[src/rtl/rd_ctrl_transpose_if.sv]
`default_nettype none
// +--------------------------------------------------------------------------+
// | Interface : rd_ctrl_transpose_if                                         |
// | Purpose   : Bundles the command, RAM read port and output stream of the  |
// |             transposing read controller.                                 |
// | Modports  : master - the controller (drives rd_en/rd_addr/data_out...)   |
// |             slave  - the environment (drives rd_command/rd_data/ready)   |
// | Options   : RD_MARKER_EN adds data_out_sol / data_out_eol                |
// | Revision  : 1.0 - initial release                                        |
// +--------------------------------------------------------------------------+
interface rd_ctrl_transpose_if #(
  parameter int ADDR_WIDTH = 18,
  parameter int DATA_WIDTH = 32
);
  logic                  rd_command;
  logic                  rd_en;
  logic [ADDR_WIDTH-1:0] rd_addr;
  logic [DATA_WIDTH-1:0] rd_data;
  logic [DATA_WIDTH-1:0] data_out;
  logic                  data_out_valid;
  logic                  data_out_ready;
  logic                  rd_busy;
  logic                  rd_finish;
`ifdef RD_MARKER_EN
  logic                  data_out_sol;
  logic                  data_out_eol;

  modport master (
    input  rd_command, rd_data, data_out_ready,
    output rd_en, rd_addr, data_out, data_out_valid, rd_busy, rd_finish,
           data_out_sol, data_out_eol
  );
  modport slave (
    output rd_command, rd_data, data_out_ready,
    input  rd_en, rd_addr, data_out, data_out_valid, rd_busy, rd_finish,
           data_out_sol, data_out_eol
  );
`else
  modport master (
    input  rd_command, rd_data, data_out_ready,
    output rd_en, rd_addr, data_out, data_out_valid, rd_busy, rd_finish
  );
  modport slave (
    output rd_command, rd_data, data_out_ready,
    input  rd_en, rd_addr, data_out, data_out_valid, rd_busy, rd_finish
  );
`endif
endinterface
`default_nettype wire

[src/rtl/rd_ctrl_transpose.sv]
`default_nettype none
// +--------------------------------------------------------------------------+
// | Module   : rd_ctrl_transpose                                             |
// | Purpose  : Reads a row-major frame (addr = r*CLO + c) back column-major, |
// |            hides the RAM read latency behind a small credit-controlled   |
// |            FIFO and streams words out over valid/ready.                  |
// | Ports    : clk, rst_n (async, active-low)                                |
// |            bus.master : rd_command in, rd_en/rd_addr out, rd_data in,    |
// |                         data_out/data_out_valid out, data_out_ready in,  |
// |                         rd_busy/rd_finish out                            |
// | Options  : RD_MARKER_EN - adds data_out_sol/data_out_eol line markers    |
// | Revision : 1.0 - initial release                                         |
// +--------------------------------------------------------------------------+
module rd_ctrl_transpose #(
  parameter int ADDR_WIDTH = 18,
  parameter int DATA_WIDTH = 32,
  parameter int ROW        = 64,
  parameter int CLO        = 2400,
  parameter int RD_LAT     = 1
) (
  input  logic                clk,
  input  logic                rst_n,
  rd_ctrl_transpose_if.master bus
);

  localparam int c_DEPTH = RD_LAT + 1;
  localparam int c_PTR_W = $clog2(c_DEPTH);
  localparam int c_CNT_W = $clog2(c_DEPTH + 1);
  localparam int c_ROW_W = (ROW > 1) ? $clog2(ROW) : 1;
  localparam int c_COL_W = (CLO > 1) ? $clog2(CLO) : 1;
`ifdef RD_MARKER_EN
  localparam int c_FIFO_W = DATA_WIDTH + 2;
`else
  localparam int c_FIFO_W = DATA_WIDTH;
`endif

  typedef enum logic [1:0] {
    S_IDLE  = 2'd0,
    S_READ  = 2'd1,
    S_DRAIN = 2'd2
  } state_e;

  state_e                state_q, state_d;
  logic [c_ROW_W-1:0]    row_q, row_d;
  logic [c_COL_W-1:0]    col_q, col_d;
  logic [ADDR_WIDTH-1:0] addr_q, addr_d;
  logic [c_CNT_W-1:0]    cred_q, cred_d;
  logic                  finish_q, finish_d;

  logic [c_FIFO_W-1:0]   mem_q [c_DEPTH];
  logic [c_PTR_W-1:0]    wr_ptr_q, rd_ptr_q;
  logic [c_CNT_W-1:0]    fill_q;
  logic [RD_LAT-1:0]     inflight_q;

  logic                  w_push, w_pop, w_rd_en, w_last;
  logic [c_FIFO_W-1:0]   w_push_word, w_head;

  function automatic logic [c_PTR_W-1:0] ptr_inc(input logic [c_PTR_W-1:0] p);
    return (p == c_PTR_W'(c_DEPTH - 1)) ? '0 : p + c_PTR_W'(1);
  endfunction

  assign w_head = mem_q[rd_ptr_q];
  assign w_pop  = (fill_q != '0) && bus.data_out_ready;
  assign w_push = inflight_q[RD_LAT-1];
  assign w_last = (row_q == c_ROW_W'(ROW - 1)) && (col_q == c_COL_W'(CLO - 1));

  // cred_q counts words owned by this block (in flight + in FIFO). A word
  // leaving this cycle frees its slot immediately, which is what allows one
  // read per cycle with ready held high.
  assign w_rd_en = (state_q == S_READ) && ((cred_q < c_CNT_W'(c_DEPTH)) || w_pop);
  assign cred_d  = cred_q + c_CNT_W'(w_rd_en) - c_CNT_W'(w_pop);

  always_comb begin
    state_d  = state_q;
    row_d    = row_q;
    col_d    = col_q;
    addr_d   = addr_q;
    finish_d = 1'b0;
    case (state_q)
      S_IDLE: begin
        if (bus.rd_command) begin
          state_d = S_READ;
          row_d   = '0;
          col_d   = '0;
          addr_d  = '0;
        end
      end
      S_READ: begin
        if (w_rd_en) begin
          if (w_last) begin
            state_d = S_DRAIN;
            row_d   = '0;
            col_d   = '0;
            addr_d  = '0;
          end else if (row_q != c_ROW_W'(ROW - 1)) begin
            // next row of the same column: step one full row forward
            addr_d = addr_q + ADDR_WIDTH'(CLO);
            row_d  = row_q + c_ROW_W'(1);
          end else begin
            // wrap to the top of the next column
            addr_d = ADDR_WIDTH'(col_q) + ADDR_WIDTH'(1);
            row_d  = '0;
            col_d  = col_q + c_COL_W'(1);
          end
        end
      end
      S_DRAIN: begin
        // leave as the last beat transfers so rd_finish lands on the next cycle
        if (cred_d == '0) begin
          state_d  = S_IDLE;
          finish_d = 1'b1;
        end
      end
      default: state_d = S_IDLE;
    endcase
  end

  always_ff @(posedge clk or negedge rst_n) begin
    if (!rst_n) begin
      state_q  <= S_IDLE;
      row_q    <= '0;
      col_q    <= '0;
      addr_q   <= '0;
      cred_q   <= '0;
      finish_q <= 1'b0;
    end else begin
      state_q  <= state_d;
      row_q    <= row_d;
      col_q    <= col_d;
      addr_q   <= addr_d;
      cred_q   <= cred_d;
      finish_q <= finish_d;
    end
  end

  // Tag shift register: bit RD_LAT-1 is high when rd_data carries our word.
  if (RD_LAT == 1) begin : g_lat1
    always_ff @(posedge clk or negedge rst_n) begin
      if (!rst_n) inflight_q <= '0;
      else        inflight_q <= w_rd_en;
    end
  end else begin : g_latn
    always_ff @(posedge clk or negedge rst_n) begin
      if (!rst_n) inflight_q <= '0;
      else        inflight_q <= {inflight_q[RD_LAT-2:0], w_rd_en};
    end
  end

`ifdef RD_MARKER_EN
  // Words return in issue order, so a row counter on the push side is enough
  // to know where each word sits within its output line.
  logic [c_ROW_W-1:0] push_row_q;

  always_ff @(posedge clk or negedge rst_n) begin
    if (!rst_n) begin
      push_row_q <= '0;
    end else if (w_push) begin
      push_row_q <= (push_row_q == c_ROW_W'(ROW - 1)) ? '0 : push_row_q + c_ROW_W'(1);
    end
  end

  assign w_push_word      = {push_row_q == '0, push_row_q == c_ROW_W'(ROW - 1), bus.rd_data};
  assign bus.data_out_sol = w_head[DATA_WIDTH+1];
  assign bus.data_out_eol = w_head[DATA_WIDTH];
`else
  assign w_push_word = bus.rd_data;
`endif

  always_ff @(posedge clk or negedge rst_n) begin
    if (!rst_n) begin
      for (int i = 0; i < c_DEPTH; i++) mem_q[i] <= '0;
      wr_ptr_q <= '0;
      rd_ptr_q <= '0;
      fill_q   <= '0;
    end else begin
      if (w_push) begin
        mem_q[wr_ptr_q] <= w_push_word;
        wr_ptr_q        <= ptr_inc(wr_ptr_q);
      end
      if (w_pop) rd_ptr_q <= ptr_inc(rd_ptr_q);
      fill_q <= fill_q + c_CNT_W'(w_push) - c_CNT_W'(w_pop);
    end
  end

  assign bus.rd_en          = w_rd_en;
  assign bus.rd_addr        = addr_q;
  assign bus.data_out       = w_head[DATA_WIDTH-1:0];
  assign bus.data_out_valid = (fill_q != '0);
  assign bus.rd_busy        = (state_q != S_IDLE);
  assign bus.rd_finish      = finish_q;

endmodule
`default_nettype wire
[src/flat_wrapper.sv]
// flat-port wrapper written by rule: the top's interface ports become plain ports
module rd_ctrl_transpose_flat 
#(
  parameter int ADDR_WIDTH = 18,
  parameter int DATA_WIDTH = 32,
  parameter int ROW        = 64,
  parameter int CLO        = 2400,
  parameter int RD_LAT     = 1
)
  (clk, rst_n, bus_rd_command, bus_rd_data, bus_data_out_ready, bus_rd_en, bus_rd_addr, bus_data_out, bus_data_out_valid, bus_rd_busy, bus_rd_finish);
  rd_ctrl_transpose_if #(.ADDR_WIDTH(ADDR_WIDTH), .DATA_WIDTH(DATA_WIDTH)) bus_i ();
  input  logic clk;
  input  logic rst_n;
  input wire logic [$bits(bus_i.rd_command)-1:0] bus_rd_command;
  input wire logic [$bits(bus_i.rd_data)-1:0] bus_rd_data;
  input wire logic [$bits(bus_i.data_out_ready)-1:0] bus_data_out_ready;
  output wire logic [$bits(bus_i.rd_en)-1:0] bus_rd_en;
  output wire logic [$bits(bus_i.rd_addr)-1:0] bus_rd_addr;
  output wire logic [$bits(bus_i.data_out)-1:0] bus_data_out;
  output wire logic [$bits(bus_i.data_out_valid)-1:0] bus_data_out_valid;
  output wire logic [$bits(bus_i.rd_busy)-1:0] bus_rd_busy;
  output wire logic [$bits(bus_i.rd_finish)-1:0] bus_rd_finish;
  assign bus_i.rd_command = bus_rd_command;
  assign bus_i.rd_data = bus_rd_data;
  assign bus_i.data_out_ready = bus_data_out_ready;
  assign bus_rd_en = bus_i.rd_en;
  assign bus_rd_addr = bus_i.rd_addr;
  assign bus_data_out = bus_i.data_out;
  assign bus_data_out_valid = bus_i.data_out_valid;
  assign bus_rd_busy = bus_i.rd_busy;
  assign bus_rd_finish = bus_i.rd_finish;
  rd_ctrl_transpose #(.ADDR_WIDTH(ADDR_WIDTH), .DATA_WIDTH(DATA_WIDTH), .ROW(ROW), .CLO(CLO), .RD_LAT(RD_LAT)) u_core (.clk(clk), .rst_n(rst_n), .bus(bus_i));
endmodule
[config.mk]
export PLATFORM = sky130hd
export DESIGN_NAME = rd_ctrl_transpose_flat
export DESIGN_NICKNAME = d
export VERILOG_FILES = /design/src/rtl/rd_ctrl_transpose_if.sv /design/src/rtl/rd_ctrl_transpose.sv /design/src/flat_wrapper.sv
export SDC_FILE = /design/constraint.sdc
export NUM_CORES = 1
export LEC_CHECK = 0
export BUFFER_PORTS_ARGS = -buffer_cell sky130_fd_sc_hd__clkbuf_2
export CORE_MARGIN = 2
export CORE_UTILIZATION = 50
export CTS_CLUSTER_SIZE = 24
export DETAILED_ROUTE_END_ITERATION = 7
export GPL_TIMING_DRIVEN = 1
export PLACE_DENSITY = 0.78
export SLEW_MARGIN = 20
export SYNTH_ARGS = -nofsm -noshare
export SYNTH_HDL_FRONTEND = slang
export SYNTH_SLANG_ARGS = --single-unit
export TNS_END_PERCENT = 100
[constraint.sdc]
create_clock -name clk -period 1.7 [get_ports clk]
set_clock_uncertainty 0.05 [all_clocks]
set_input_delay 0.085 -clock clk [delete_from_list [all_inputs] [get_ports clk]]
set_output_delay 0.085 -clock clk [all_outputs]
set_load 0.01 [all_outputs]
# [Word level (Yosys, flattened, before mapping)]
# Index checks and enable logic that the tools add are counted.
[word_totals] register_bits=110 inputBits=36 output_inout_bits=54 elab_cells=81
[classes] add_sub_neg=10 order_cmp=4 eq_ne=10 mux=30 n_bitwise=2 n_reduce_logical=13
[ops] operator="32-bit 2-to-1 mux" count=4
[ops] operator="18-bit 2-to-1 mux" count=4
[ops] operator="64-bit bitwise mux" count=1
[ops] operator="12-bit 2-to-1 mux" count=4
[ops] operator="18-bit one-hot mux with 2 select lines" count=1
[ops] operator="32-bit demux with 1-bit select" count=1
[ops] operator="6-bit 2-to-1 mux" count=4
[ops] operator="12-bit one-hot mux with 2 select lines" count=1
[ops] operator="18-bit by 12-bit adder with 18-bit output, second input constant" count=1
[ops] operator="12-bit by 1-bit adder with 13-bit output, second input constant" count=1
[ops] operator="12-bit by 1-bit adder with 12-bit output, second input constant" count=1
[ops] operator="12-bit == test, second input constant" count=1
[ops] operator="6-bit one-hot mux with 2 select lines" count=1
[ops] operator="2-bit 2-to-1 mux" count=4
[ops] operator="4-bit AND reduction" count=2
[ops] operator="6-bit by 1-bit adder with 6-bit output, second input constant" count=1
[ops] operator="6-bit == test, second input constant" count=1
[ops] operator="2-bit by 1-bit inequality test with 1-bit output, second input constant" count=3
[ops] operator="6-bit inequality test, second input constant" count=1
[ops] operator="2-bit one-hot mux with 3 select lines" count=1
[ops] operator="2-bit nonzero test" count=3
[ops] operator="2-bit by 1-bit adder with 2-bit output" count=2
[ops] operator="2-bit greater-or-equal comparator, second input constant" count=2
[ops] operator="1-bit logical AND" count=4
[ops] operator="13 further kinds" count=20

# [Logic depth before layout (Yosys ltp)]
[logic_depth] depth_word=9 depth_mapped=10

# [Worst setup path after synthesis]
# No wires, ideal clock.
[synth_timing] kind="reg2reg" from="reg u_core.state_q[1]" to="reg u_core.state_q[1]" setup_time_ns=0.082 t_arrival_ns=1.750 t_required_ns=1.568 slack_ns=-0.182 stages_incl_launch_ff=10 period_less_slack_ns=1.882 path_cell_list="dfrtp_1 > and2b_2 > nand2_2 > ha_1 > inv_1 > ha_1 > xnor2_1 > xnor2_1 > nor2_1 > o22ai_1"
[synth_between] elab_chain_cells=7 word_cells_on_any_way=13
[synth_lines] item="start: declaration" line="rd_ctrl_transpose.sv:43" rtl="state_e state_q, state_d;"
[synth_lines] item="start signal: assignment" line="rd_ctrl_transpose.sv:127" rtl="state_q <= state_d;"
[synth_lines] item="2-bit by 1-bit == test with 1-bit output" line="rd_ctrl_transpose.sv:70" rtl="assign w_rd_en = (state_q == S_READ) && ((cred_q < c_CNT_W'(c_DEPTH)) || w_pop);"
[synth_lines] item="1-bit logical AND" line="rd_ctrl_transpose.sv:70"
[synth_lines] item="2-bit by 1-bit adder with 2-bit output" line="rd_ctrl_transpose.sv:71" rtl="assign cred_d = cred_q + c_CNT_W'(w_rd_en) - c_CNT_W'(w_pop);"
[synth_lines] item="2-bit by 1-bit subtractor with 2-bit output" line="rd_ctrl_transpose.sv:71"
[synth_lines] item="via u_core.cred_d[1]" line="rd_ctrl_transpose.sv:47" rtl="logic [c_CNT_W-1:0] cred_q, cred_d;"
[synth_lines] item="2-bit logical NOT" line="rd_ctrl_transpose.sv:109" rtl="if (cred_d == '0) begin"
[synth_lines] item="2-bit by 1-bit inequality test with 1-bit output (no line)"
[synth_lines] item="4-bit AND reduction (no line)"
# The timed path passes the listed nets, and every way through them passes these cells.
# A chain may end at the register's enable or synchronous reset.

# [Worst setup path after layout]
# Ends and elaborated chain as after synthesis.

==> results.md <==
- Ports: 90
- Status: finished with violations
- Main synth FF type: dfrtp_1
- Vias in the first global route: 4471
- Tot GR Track Use: 0.2424
- Crit path kind: register to register
- Syn Area/Cell: 11.93 sq um
- Top cells by count, synth: 110 x dfrtp_1, 92 x mux2_2, 32 x nand2_1
- Setup TNS: -2711 ps
- Max-cap violations: 0
- Leading area contributor after synthesis: dfrtp_1
- IO buf count: 89
- CORE AREA: slightly above 10000 sq um
- FFs w/ async S/R, synth: 1.000
- Failing checks: negative setup slack
- Final period util: 1.103
- Crit path DAT: ~2100 ps
- Hold Fails Final Rpt: 0
- CP most frequent cell: ha_4
- FF+latch area: 2755 sq um
- Die area: 11430 sq um
- Largest net degree at the start of global routing: 40
- DRC errors left: 0
- DR WL/cell: 17.58 um
- Mapped cell area: 5295 sq um
- Syn Inst Count: around 440
- Setup ws final: -174.8 ps
- CTS root buf: clkbuf_8
- Clk sinks: 110
- #FFs+latches synth: 110
- Max Buffers Root-to-Sink: 2
- Fill count: 679
- Clock slew at reported path FFs: 110 ps
- Antenna violations before repair: 0
- Final Wtd Congestion: 0.8934
- Cells along the critical path: and2b_2 > nand2_4 > ha_4 > inv_2 > ha_4 > xnor2_4 > xnor2_2 > nor2_1 > o22ai_1
- Post-route cell area: 7486 sq um
- PwrDens: 1910 nW/um^2
- Routed Antenna Nets: 0
- Fmax: 533.4 MHz
- Max VDD drop: around 1.0 mV
- Top-area cell type share of the netlist area: 0.5198
- Layout cell share with drive strength beyond 1: 0.5364
- CP max FO: 4
- Warnings from Yosys: 0
- Die Y: 106.9 um
- CTS tree: built
- EDFF count, synth: 0
- Most frequent cell after synthesis: dfrtp_1
- Total number of vias: 4345
- H-tree depth: 3
- Worst setup SP type: register
- Routed vias/inst: 5.563
- Fin nets: 683
- Fin crit period: ~1900 ps
- Syn_nets: 487
- Sequential element share of the synthesized area: 0.5198
- RSZ-0062 raised after global routing: true
- Crit path largest cell delay: 410 ps
- Count of cell types in the netlist: 54
- DRT iter0 DRCs: 245
- Antenna cells: 0
- Leakage: 3.357 nW
- Initial core utilization: 0.5129
- Worst-Skew Late Latency: 390 ps
- CP max-delay cell: dfrtp_1
- HPWL after DPL: 8406 um
- Slew @ Worst Pin: slightly below 500 ps
- Overflow left after global routing: 0
- Normalized max-slew margin: 0.6685
- Max-slew violation count: 0
- Critical Path RT: 1960 ps
- Num CTS Buffers: 9
- Top cells by area, synth: dfrtp_1 52%, mux2_2 20%, nand2_1 2.3%
- Setup violations, final: 35
- Global-route wire length before repair: 21660 um
- Area growth from synthesis to layout: 41.38%
- Die X: 106.9 um
- Multi-input logic area: approximately 2800 sq um
- Hold Crit Class: input pin to register
- Detailed Routing Iterations Pass 1: 4
- Post-DP Area: around 6500 sq um
- Rows: 37
- WL final: between 10000 and 15000 um
- Critical Path Sink Type: register
cells by family after synthesis:
logic type                 after synthesis  synth area share
xor gates and xnor gates                16           0.02647
AOI/OAI and AO/OA                       82            0.1059
adders and majority gates                7           0.01654
and+or+nand+nor                        103            0.1011
muxes                                   97            0.2063
DFF                                    110            0.5198
buffers and inverters                   29           0.02387
through the flow:
stage               instances    util  hold WS [ps]  power [W]  setup WS, ps
floorplan                 444       -        -260.6   0.008641        -165.0
global placement          716  0.6254         27.31    0.01099        -145.4
detailed placement        716  0.6254         31.91    0.01131        -213.5
CTS                       773  0.6972         9.180    0.01356        -141.4
global route              781  0.7251         61.19    0.01516        -278.4
finish                    781  0.7251         59.31    0.01430        -174.8
worst max-delay path, delay by kind of cell, from the launching register on:
family	cells	cell delay [ps]
fa+ha+maj	2	410
flops	1	410
simple gates	3	380
xor+xnor	2	340
compound gates	1	160
buf+inv	1	40
sequential cells by signal, summed over array words and instances, names as in the netlist:
register              cells
u_core.wr_ptr_q           1
u_core.state_q            2
u_core.col_q             12
u_core.cred_q             2
u_core.bus.rd_addr       18
u_core.bus.rd_finish      1
u_core.row_q              6
u_core.inflight_q         1
u_core.fill_q             2
u_core.rd_ptr_q           1
u_core.mem_q             64
what timing repair did:
item,in CTS,in global routing
hold buffers,34,0
setup endpoints to repair,35,51
pin swaps,20,12
resized for setup,32,51
cloned,1,1
setup buffers,6,7
hold endpoints to repair,138,0
final cells by class:
class | count | share of cell area
multi-input combinational | 306 | 0.3721
sequential | 110 | 0.3680
timing repair buffer | 201 | 0.2022
tap | 136 | 0.02273
clock buffer | 9 | 0.01655
clock inverter | 7 | 0.01203
inverter | 12 | 0.006351
cell usage in the layout, fill, tap and decap left out, drive strengths merged, types with 10 or more instances in the layout:
cell / netlist / final
buf: 10 / 79
clkbuf: 7 / 97
dfrtp: 110 / 110
dlygate4sd3: 0 / 34
inv: 12 / 15
mux2: 97 / 97
nand2: 33 / 33
nand3: 13 / 13
nor2: 18 / 18
o21ai: 40 / 40
o31ai: 10 / 10
xnor2: 13 / 13
power by group:
part	total (W)	switching, W	internal, W
clock	0.00169	0.000976	0.000714
combinational	0.00799	0.00366	0.00434
sequential	0.00461	0.000803	0.00381
total	0.0143	0.00544	0.00886
layer usage:
layer  wire length [um]  vias up  global-route usage
met5                  0        -                   0
met2               7373      127              0.4418
met4                320        0             0.07236
li1                   -     1998                   -
met1               5429     2191              0.2808
met3                609       29             0.06018
final timing paths:
| path | from | endpoint | slack, ps | depth (start not counted) |
|---|---|---|---|---|
| max | u_core.state_q[1] | u_core.state_q[1] | -170 | 9 |
| min | bus_data_out_ready | u_core.rd_ptr_q | 60 | 4 |
| max reg2reg | u_core.state_q[1] | u_core.state_q[1] | -170 | 9 |
| min reg2reg | u_core.bus.rd_addr[3] | u_core.bus.rd_addr[3] | 450 | 2 |
| max in group asynchronous | rst_n | u_core.col_q[1] | 870 | 3 |
| min in group asynchronous | rst_n | u_core.mem_q[33] | 150 | 2 |
No activity file was read; power rests on OpenSTA's default activity.
